--- config.mk ---
export PLATFORM = sky130hd
export DESIGN_NAME = cla_pipe_flat
export DESIGN_NICKNAME = d
export VERILOG_FILES = /design/src/rtl/cla_pipe_if.sv /design/src/rtl/cla_pipe.sv /design/src/flat_wrapper.sv
export SDC_FILE = /design/constraint.sdc
export NUM_CORES = 1
export LEC_CHECK = 0
export CORE_MARGIN = 8
export CORE_UTILIZATION = 33
export CTS_CLUSTER_DIAMETER = 30
export DETAILED_ROUTE_END_ITERATION = 8
export GPL_TIMING_DRIVEN = 0
export PLACE_DENSITY = 0.52
export SLEW_MARGIN = 10
export SYNTH_ARGS = -nofsm -noshare
export SYNTH_HDL_FRONTEND = slang
export SYNTH_SLANG_ARGS = --single-unit
--- constraint.sdc ---
create_clock -name wb_clk_i -period 6.5 [get_ports wb_clk_i]
set_input_delay 0.975 -clock wb_clk_i [delete_from_list [all_inputs] [get_ports wb_clk_i]]
set_output_delay 0.975 -clock wb_clk_i [all_outputs]
set_load 0.02 [all_outputs]
--- src/rtl/cla_pipe_if.sv ---
// cla_pipe_if: operand/result bus for the pipelined CLA adder/subtractor.
//
// Carries both handshakes of the block:
//   upstream   : in_valid, in_ready, a, b, cin, op
//   downstream : out_valid, out_ready, s, cout, ovf
// Modports:
//   master : producer of operands and consumer of results (testbench / host)
//   slave  : the cla_pipe datapath
interface cla_pipe_if #(
    parameter int WIDTH = 16
);
    logic             in_valid;
    logic             in_ready;
    logic [WIDTH-1:0] a;
    logic [WIDTH-1:0] b;
    logic             cin;
    logic             op;
    logic             out_valid;
    logic             out_ready;
    logic [WIDTH-1:0] s;
    logic             cout;
    logic             ovf;

    modport master (
        output in_valid, a, b, cin, op, out_ready,
        input  in_ready, out_valid, s, cout, ovf
    );

    modport slave (
        input  in_valid, a, b, cin, op, out_ready,
        output in_ready, out_valid, s, cout, ovf
    );
endinterface

--- src/rtl/cla_pipe.sv ---
// cla_pipe: parametrised, pipelined carry look-ahead adder/subtractor.
//
// Operands are split into 4-bit CLA groups; GPS groups are evaluated per
// pipeline stage, with the carry between stages registered and the operand
// and partial-sum vectors skewed along the pipe. Latency from accept to
// out_valid is STAGES = WIDTH/(4*GPS) cycles; throughput is one beat/cycle.
//
// Ports:
//   wb_clk_i   clock, rising edge
//   wb_rst_i   synchronous active-high reset
//   vdd, vss   power pins (only when USE_POWER_PINS is defined)
//   bus        cla_pipe_if.slave: valid/ready operand input, valid/ready
//              result output (s, cout, ovf)
//
// Build options:
//   CLA_SATURATE_EN  clamp s to signed max/min on overflow
//   USE_POWER_PINS   expose vdd/vss
module cla_pipe #(
    parameter int WIDTH = 16,
    parameter int GPS   = 1
) (
    input  logic      wb_clk_i,
    input  logic      wb_rst_i,
`ifdef USE_POWER_PINS
    inout  wire       vdd,
    inout  wire       vss,
`endif
    cla_pipe_if.slave bus
);

    localparam int STAGES = WIDTH / (4 * GPS);
    localparam int LAST   = STAGES - 1;
    localparam int MSB    = WIDTH - 1;

    // Index 0 holds the captured beat (effective operands, carry-in); index
    // k+1 holds the beat after stage k has resolved its groups. Index STAGES
    // therefore drives the outputs.
    logic             v_q [STAGES+1];
    logic             c_q [STAGES+1];
    logic [WIDTH-1:0] a_q [STAGES+1];
    logic [WIDTH-1:0] b_q [STAGES+1];
    logic [WIDTH-1:0] s_q [STAGES+1];
    logic             ovf_q;

    logic             nx_c [STAGES];
    logic [WIDTH-1:0] nx_s [STAGES];
    logic             ovf_nx;
    logic             en;

    // One 4-bit look-ahead group: all four carries are derived directly from
    // the group carry-in, so the group delay does not ripple. Returns
    // {carry_out, sum[3:0]}.
    function automatic logic [4:0] cla4(input logic [3:0] p,
                                        input logic [3:0] g,
                                        input logic       c0);
        logic c1, c2, c3, c4;
        c1 = g[0] | (p[0] & c0);
        c2 = g[1] | (p[1] & g[0]) | (p[1] & p[0] & c0);
        c3 = g[2] | (p[2] & g[1]) | (p[2] & p[1] & g[0])
                  | (p[2] & p[1] & p[0] & c0);
        c4 = g[3] | (p[3] & g[2]) | (p[3] & p[2] & g[1])
                  | (p[3] & p[2] & p[1] & g[0])
                  | (p[3] & p[2] & p[1] & p[0] & c0);
        return {c4, p ^ {c3, c2, c1, c0}};
    endfunction

    // Global stall: the whole pipe moves only when the output slot is free
    // or being drained this cycle.
    assign en           = !v_q[STAGES] || bus.out_ready;
    assign bus.in_ready = en;

    assign bus.out_valid = v_q[STAGES];
    assign bus.s         = s_q[STAGES];
    assign bus.cout      = c_q[STAGES];
    assign bus.ovf       = ovf_q;

    // Each stage resolves its own GPS groups, chaining group carries inside
    // the stage, and merges its sum bits into the partial sum travelling
    // with the beat. The final stage also derives overflow.
    always_comb begin
        logic             carry;
        logic [WIDTH-1:0] sum;
        logic [4:0]       grp;
        int               base;
        carry = 1'b0;
        sum   = '0;
        grp   = '0;
        base  = 0;
        for (int k = 0; k < STAGES; k++) begin
            carry = c_q[k];
            sum   = s_q[k];
            for (int gi = 0; gi < GPS; gi++) begin
                base  = (k * GPS + gi) * 4;
                grp   = cla4(a_q[k][base +: 4] ^ b_q[k][base +: 4],
                             a_q[k][base +: 4] & b_q[k][base +: 4],
                             carry);
                carry = grp[4];
                sum[base +: 4] = grp[3:0];
            end
            nx_c[k] = carry;
            nx_s[k] = sum;
        end
        ovf_nx = (a_q[LAST][MSB] == b_q[LAST][MSB]) &&
                 (nx_s[LAST][MSB] != a_q[LAST][MSB]);
`ifdef CLA_SATURATE_EN
        // Clamp toward the sign of a: positive overflow -> 0111..1,
        // negative overflow -> 1000..0.
        if (ovf_nx) begin
            nx_s[LAST] = {a_q[LAST][MSB], {(WIDTH-1){~a_q[LAST][MSB]}}};
        end
`endif
    end

    // Pipeline registers. Subtraction is folded in at capture time
    // (b inverted, carry-in inverted), so later stages only ever add.
    always_ff @(posedge wb_clk_i) begin
        if (wb_rst_i) begin
            for (int k = 0; k <= STAGES; k++) begin
                v_q[k] <= 1'b0;
                c_q[k] <= 1'b0;
                a_q[k] <= '0;
                b_q[k] <= '0;
                s_q[k] <= '0;
            end
            ovf_q <= 1'b0;
        end else if (en) begin
            v_q[0] <= bus.in_valid;
            a_q[0] <= bus.a;
            b_q[0] <= bus.op ? ~bus.b : bus.b;
            c_q[0] <= bus.op ^ bus.cin;
            s_q[0] <= '0;
            for (int k = 0; k < STAGES; k++) begin
                v_q[k+1] <= v_q[k];
                c_q[k+1] <= nx_c[k];
                a_q[k+1] <= a_q[k];
                b_q[k+1] <= b_q[k];
                s_q[k+1] <= nx_s[k];
            end
            ovf_q <= ovf_nx;
        end
    end

endmodule

--- src/flat_wrapper.sv ---
// flat-port wrapper written by rule: the top's interface ports become plain ports
module cla_pipe_flat 
#(
    parameter int WIDTH = 16,
    parameter int GPS   = 1
)
  (wb_clk_i, wb_rst_i, bus_in_valid, bus_a, bus_b, bus_cin, bus_op, bus_out_ready, bus_in_ready, bus_out_valid, bus_s, bus_cout, bus_ovf);
  cla_pipe_if #(.WIDTH(WIDTH)) bus_i ();
  input  logic wb_clk_i;
  input  logic wb_rst_i;
  input wire logic [$bits(bus_i.in_valid)-1:0] bus_in_valid;
  input wire logic [$bits(bus_i.a)-1:0] bus_a;
  input wire logic [$bits(bus_i.b)-1:0] bus_b;
  input wire logic [$bits(bus_i.cin)-1:0] bus_cin;
  input wire logic [$bits(bus_i.op)-1:0] bus_op;
  input wire logic [$bits(bus_i.out_ready)-1:0] bus_out_ready;
  output wire logic [$bits(bus_i.in_ready)-1:0] bus_in_ready;
  output wire logic [$bits(bus_i.out_valid)-1:0] bus_out_valid;
  output wire logic [$bits(bus_i.s)-1:0] bus_s;
  output wire logic [$bits(bus_i.cout)-1:0] bus_cout;
  output wire logic [$bits(bus_i.ovf)-1:0] bus_ovf;
  assign bus_i.in_valid = bus_in_valid;
  assign bus_i.a = bus_a;
  assign bus_i.b = bus_b;
  assign bus_i.cin = bus_cin;
  assign bus_i.op = bus_op;
  assign bus_i.out_ready = bus_out_ready;
  assign bus_in_ready = bus_i.in_ready;
  assign bus_out_valid = bus_i.out_valid;
  assign bus_s = bus_i.s;
  assign bus_cout = bus_i.cout;
  assign bus_ovf = bus_i.ovf;
  cla_pipe #(.WIDTH(WIDTH), .GPS(GPS)) u_core (.wb_clk_i(wb_clk_i), .wb_rst_i(wb_rst_i), .bus(bus_i));
endmodule
# ---- Word level (Yosys, flattened, before mapping)
# Memory sizes are Yosys's and may differ from the RTL's.
# Index checks and enable logic that the tools add are counted.
# Widths: inputs -> output; s select.
dict set report op_classes {
  n_eq_ne 2
  reduce_logical 3
  n_mux 31
  n_addsub 0
  bitwise_logic 143
  n_lt_le_gt_ge 0
  shifts 0
  n_mul 0
  div 0
}
# operator count
set ops {}
lappend ops {{$mux 16} 16}
lappend ops {{$or 1x1->1} 65}
lappend ops {{$and 1x1->1} 64}
lappend ops {{$xor 4x4->4} 8}
lappend ops {{$and 4x4->4} 4}
lappend ops {{$not 16->16} 1}
lappend ops {{$mux 1} 15}
lappend ops {{$eq 1x1->1} 1}
lappend ops {{$logic_and 1x1->1} 1}
lappend ops {{$logic_not 1->1} 1}
lappend ops {{$logic_or 1x1->1} 1}
lappend ops {{$ne 1x1->1} 1}
lappend ops {{$xor 1x1->1} 1}
dict set report word_totals {
  reg_bits 1
  mem_bits_ro 0
  in_bits 38
  mem_bits_rw 250
  mem_count 5
  latch_bits 0
}
# name words word_bits read_ports rd_clocked_by_memory_dff write_ports line_no
set mem_list {}
lappend mem_list {u_core.a_q 5 16 4 0 5 cla_pipe.sv:40} ;# logic [WIDTH-1:0] a_q [STAGES+1];
lappend mem_list {u_core.b_q 5 16 4 0 5 cla_pipe.sv:41} ;# logic [WIDTH-1:0] b_q [STAGES+1];
lappend mem_list {u_core.s_q 5 16 5 0 5 cla_pipe.sv:42} ;# logic [WIDTH-1:0] s_q [STAGES+1];
lappend mem_list {u_core.c_q 5 1 5 0 5 cla_pipe.sv:39} ;# logic c_q [STAGES+1];
lappend mem_list {u_core.v_q 5 1 5 0 5 cla_pipe.sv:38} ;# logic v_q [STAGES+1];

# ---- Logic depth before layout (Yosys ltp)
dict set report depth {
  word_depth 8
  ltp_mapped 5
  depth_no_buf 5
}

# ---- Worst setup path before layout
# Ideal clock, no wire load.
dict set report synth_timing {
  path_type {input-to-reg}
  startpoint {in bus_out_ready}
  endpoint {mem u_core.a_q[0][0] (enable)}
  path_buffers 0
  setup_slack_ns 3.287
  t_required_ns 6.066
  cell_stages 2
  arrival_ns 2.779
  cell_sequence {nand2b_4 > or2_2}
}
# element line_no
set synth_rtl {}
lappend synth_rtl {{from (decl)} flat_wrapper.sv:16} ;# input wire logic [$bits(bus_i.out_ready)-1:0] bus_out_ready;
lappend synth_rtl {{to (decl)} cla_pipe.sv:40}

# ---- Worst setup path after layout
dict set report layout_timing {
  startpoint {in bus_out_ready}
  endpoint {out bus_in_ready}
}
dict set report layout_via {
  elab_chain_cells 1
}
# element line_no
set layout_lines {}
lappend layout_lines {{$logic_or 1x1->1} cla_pipe.sv:69} ;# assign en = !v_q[STAGES] || bus.out_ready;
lappend layout_lines {{to (decl)} flat_wrapper.sv:17} ;# output wire logic [$bits(bus_i.in_ready)-1:0] bus_in_ready;
# No other way between the ends.

==> results by group <==
Layout
  • Layout cell share with drive strength beyond 1: 11.8%
  • P&R area growth vs syn: 27.2%
  • Inserted Diodes: 0
  • Nets: 504
  • Final cell count without fillers: 679
  • Fillers: 1,487

Worst setup path
  • Endpoint type of the worst setup path: output port
  • Slowest cell on crit path: clkdlybuf4s50_1
  • Crit-path cells: clkdlybuf4s50_1 -> nand2b_4 -> clkdlybuf4s50_1
  • Critical Path Start Type: input pin
  • Worst Path Arrival: between 2 and 2.5 ns
  • Most used cell, CP: clkdlybuf4s50_1
  • CP peak stage delay: 0.61 ns
  • Critical Path Fanout Max: 5
  • Critical path type: input pin to output port
  • Req. time, crit path: 5.52 ns

Routing
  • Initial drt markers: about 160
  • DR pass1 iterations: 4
  • ANT nets after route: 0
  • Post-route DRC: 0
  • Wirelength per Cell: 12.7 um
  • WL final: 8630 um
  • Via count: 2,786
  • Vias/cell: just over 4

STA
  • Worst-margin pin slew: 0.523 ns
  • Slew HR: between 60% and 70%
  • Period utilization: 48.8%
  • Setup Skew: 0.0106 ns
  • Max Freq: 315 MHz
  • RSZ-0062 raised after global routing: no
  • Pins Over Slew Limit: 0
  • Min Tclk post-route: 3.17 ns
  • Final hold viol count: 0
  • Setup TNS: 0 ns
  • Final setup viols: 0

Die
  • Die H: about 150 um
  • Die ar.: 21,200 sq um
  • Row count: 47
  • Die W: around 150 um
  • Initial Util: 33.5%
  • Core Area: 16,500 sq um
  • IO Count: 58

Synth
  • Seq cells post-synth: 131
  • Distinct cell type count after synthesis: 29
  • Mapped Area: 5540 sq um
  • Sequential element share of the synthesized area: 70.9%
  • Yosys warning count: 0
  • Syn Nets: 427
  • Mapped Cells: 369
  • Syn avg cell area: 15.0 sq um

Job
  • Max-Cap Viols: 0

Global routing
  • Total grt overflow: 0
  • Number of global-route vias before repair: around 2,900
  • First-pass GRT wire length: 14,300 um
  • Pin count of the biggest net entering global routing: between 60 and 70
  • Initial antenna violation count: 0
  • GRT Overall Usage: 8.76%

CTS
  • Post-CTS setup buffer count: 0
  • CTS clock-pin slew for the worst setup and hold paths: 0.06 ns
  • CTS tree: done
  • Clock tree buffer depth: 2
  • CTS root buffer: clkbuf_16
  • Clock Latency Late Sink: 0.41 ns
  • CTS Hold Bufs: 0
  • CTS Buf Count: 17
  • H-tree levels: 4
  • Clock Sinks: between 100 and 150
  • Post_cts resized: 0

Power
  • Pwr per Cell Area: 296 nW/um^2
  • Leakage power: ~0.0028 uW
  • Peak supply drop: around 0.18 mV

Placed design
  • Port bufs: 56
  • HPWL Detailed: 6070 um
  • RD Place Congestion: between 0.7 and 0.8
  • Cell Count Post-Placement: 647

Min path
  • Worst Hold Class: register to register

Outcome
  • Status: completed
## layer usage
metal	vias up	share of wire, %	track usage, %
met5	-	0	0
met4	0	1.8	5.15
met3	8	3.9	3.14
met2	64	46	13.2
met1	1275	49	10.7
li1	1439	-	-
## state kept, by name, indices dropped and copies added (netlist names)
name / flops
u_core.a_q: 40
u_core.s_q: 40
u_core.b_q: 40
u_core.c_q: 5
u_core.bus.ovf: 1
u_core.v_q: 5
## final timing paths
path | start | endpoint | slack, ns | cells past startpoint
max | bus_out_ready | bus_in_ready | 3.33 | 3
min | u_core.s_q[0][49] | u_core.s_q[0][65] | 0.51 | 1
max reg2reg | u_core.v_q[0][4] | u_core.s_q[0][17] | 4.62 | 4
min reg2reg | u_core.s_q[0][49] | u_core.s_q[0][65] | 0.51 | 1
## metrics by stage
stage	total power, uW	util (%)	hold slack (ns)	setup WS, ns	cell area (sq um)
after global placement	1120	38.6	0.499	2.25	6370
after floorplan	1070	-	0.497	3.29	5540
after detailed placement	1130	38.9	0.501	3.32	6430
final	2090	42.6	0.514	3.33	7050
after global routing	2160	42.6	0.529	3.28	7050
after CTS	2110	42.6	0.515	3.31	7050
## cells by family after synthesis
family	Yosys count	synth area share, %
xor gates and xnor gates	26	4.11
AOI/OAI and AO/OA	25	3.37
and+or+nand+nor	139	14.2
DFF	131	70.9
adders and majority gates	20	5.06
buffers and inverters	28	2.39
## critical path, delay by kind of cell
kind / cells / cell delay (ns)
buf+inv: 2 / 1.07
simple gates: 1 / 0.15
## Yosys cell counts
library cell	number	share of area [%]
xor2_1	4	0.63
nand2b_1	2	0.23
buf_6	1	0.20
o21bai_2	1	0.20
o21bai_1	3	0.41
nor2b_4	1	0.25
edfxtp_1	130	70
a211oi_1	7	0.95
or2_2	1	0.11
nor2_1	37	2.5
buf_4	2	0.27
clkbuf_1	3	0.20
a21o_2	1	0.16
a21o_1	3	0.41
dfxtp_1	1	0.36
buf_2	3	0.27
and2_1	93	11
a21oi_1	4	0.36
o32ai_2	1	0.29
ha_1	16	3.6
o21ai_0	3	0.27
a211oi_2	1	0.23
o21ai_1	1	0.090
fa_1	4	1.4
xnor2_1	22	3.5
nor3_1	4	0.36
clkbuf_2	7	0.63
inv_1	12	0.81
nand2b_4	1	0.25
## placed cells by master (no fill, tap or decap), types with 6 or more instances in the layout
cell type,instances
a211oi_1,7
and2_1,93
clkbuf_16,17
clkbuf_2,7
clkdlybuf4s50_1,56
clkinv_2,6
edfxtp_1,130
ha_1,16
inv_1,12
nor2_1,37
xnor2_1,22
## where the power goes
part           leakage [uW]  switching, uW  total [uW]  internal, uW
clock              0.000298            344         981           637
combinational      0.000977           55.4         120          64.8
sequential          0.00156           11.4         986           974
total               0.00284            411        2090          1680
## final cells by class
type                       instances  area [sq um]  share of cell area [%]
clock buffer                      17           425                    6.04
clock inverter                    15           190                    2.70
multi-input combinational        210          1480                    21.1
timing repair buffer              58           616                    8.74
tap                              220           275                    3.91
inverter                          12          45.0                   0.639
buffer                            16          87.6                    1.24
sequential                       131          3920                    55.7
Power figures use the tool's default switching activity.
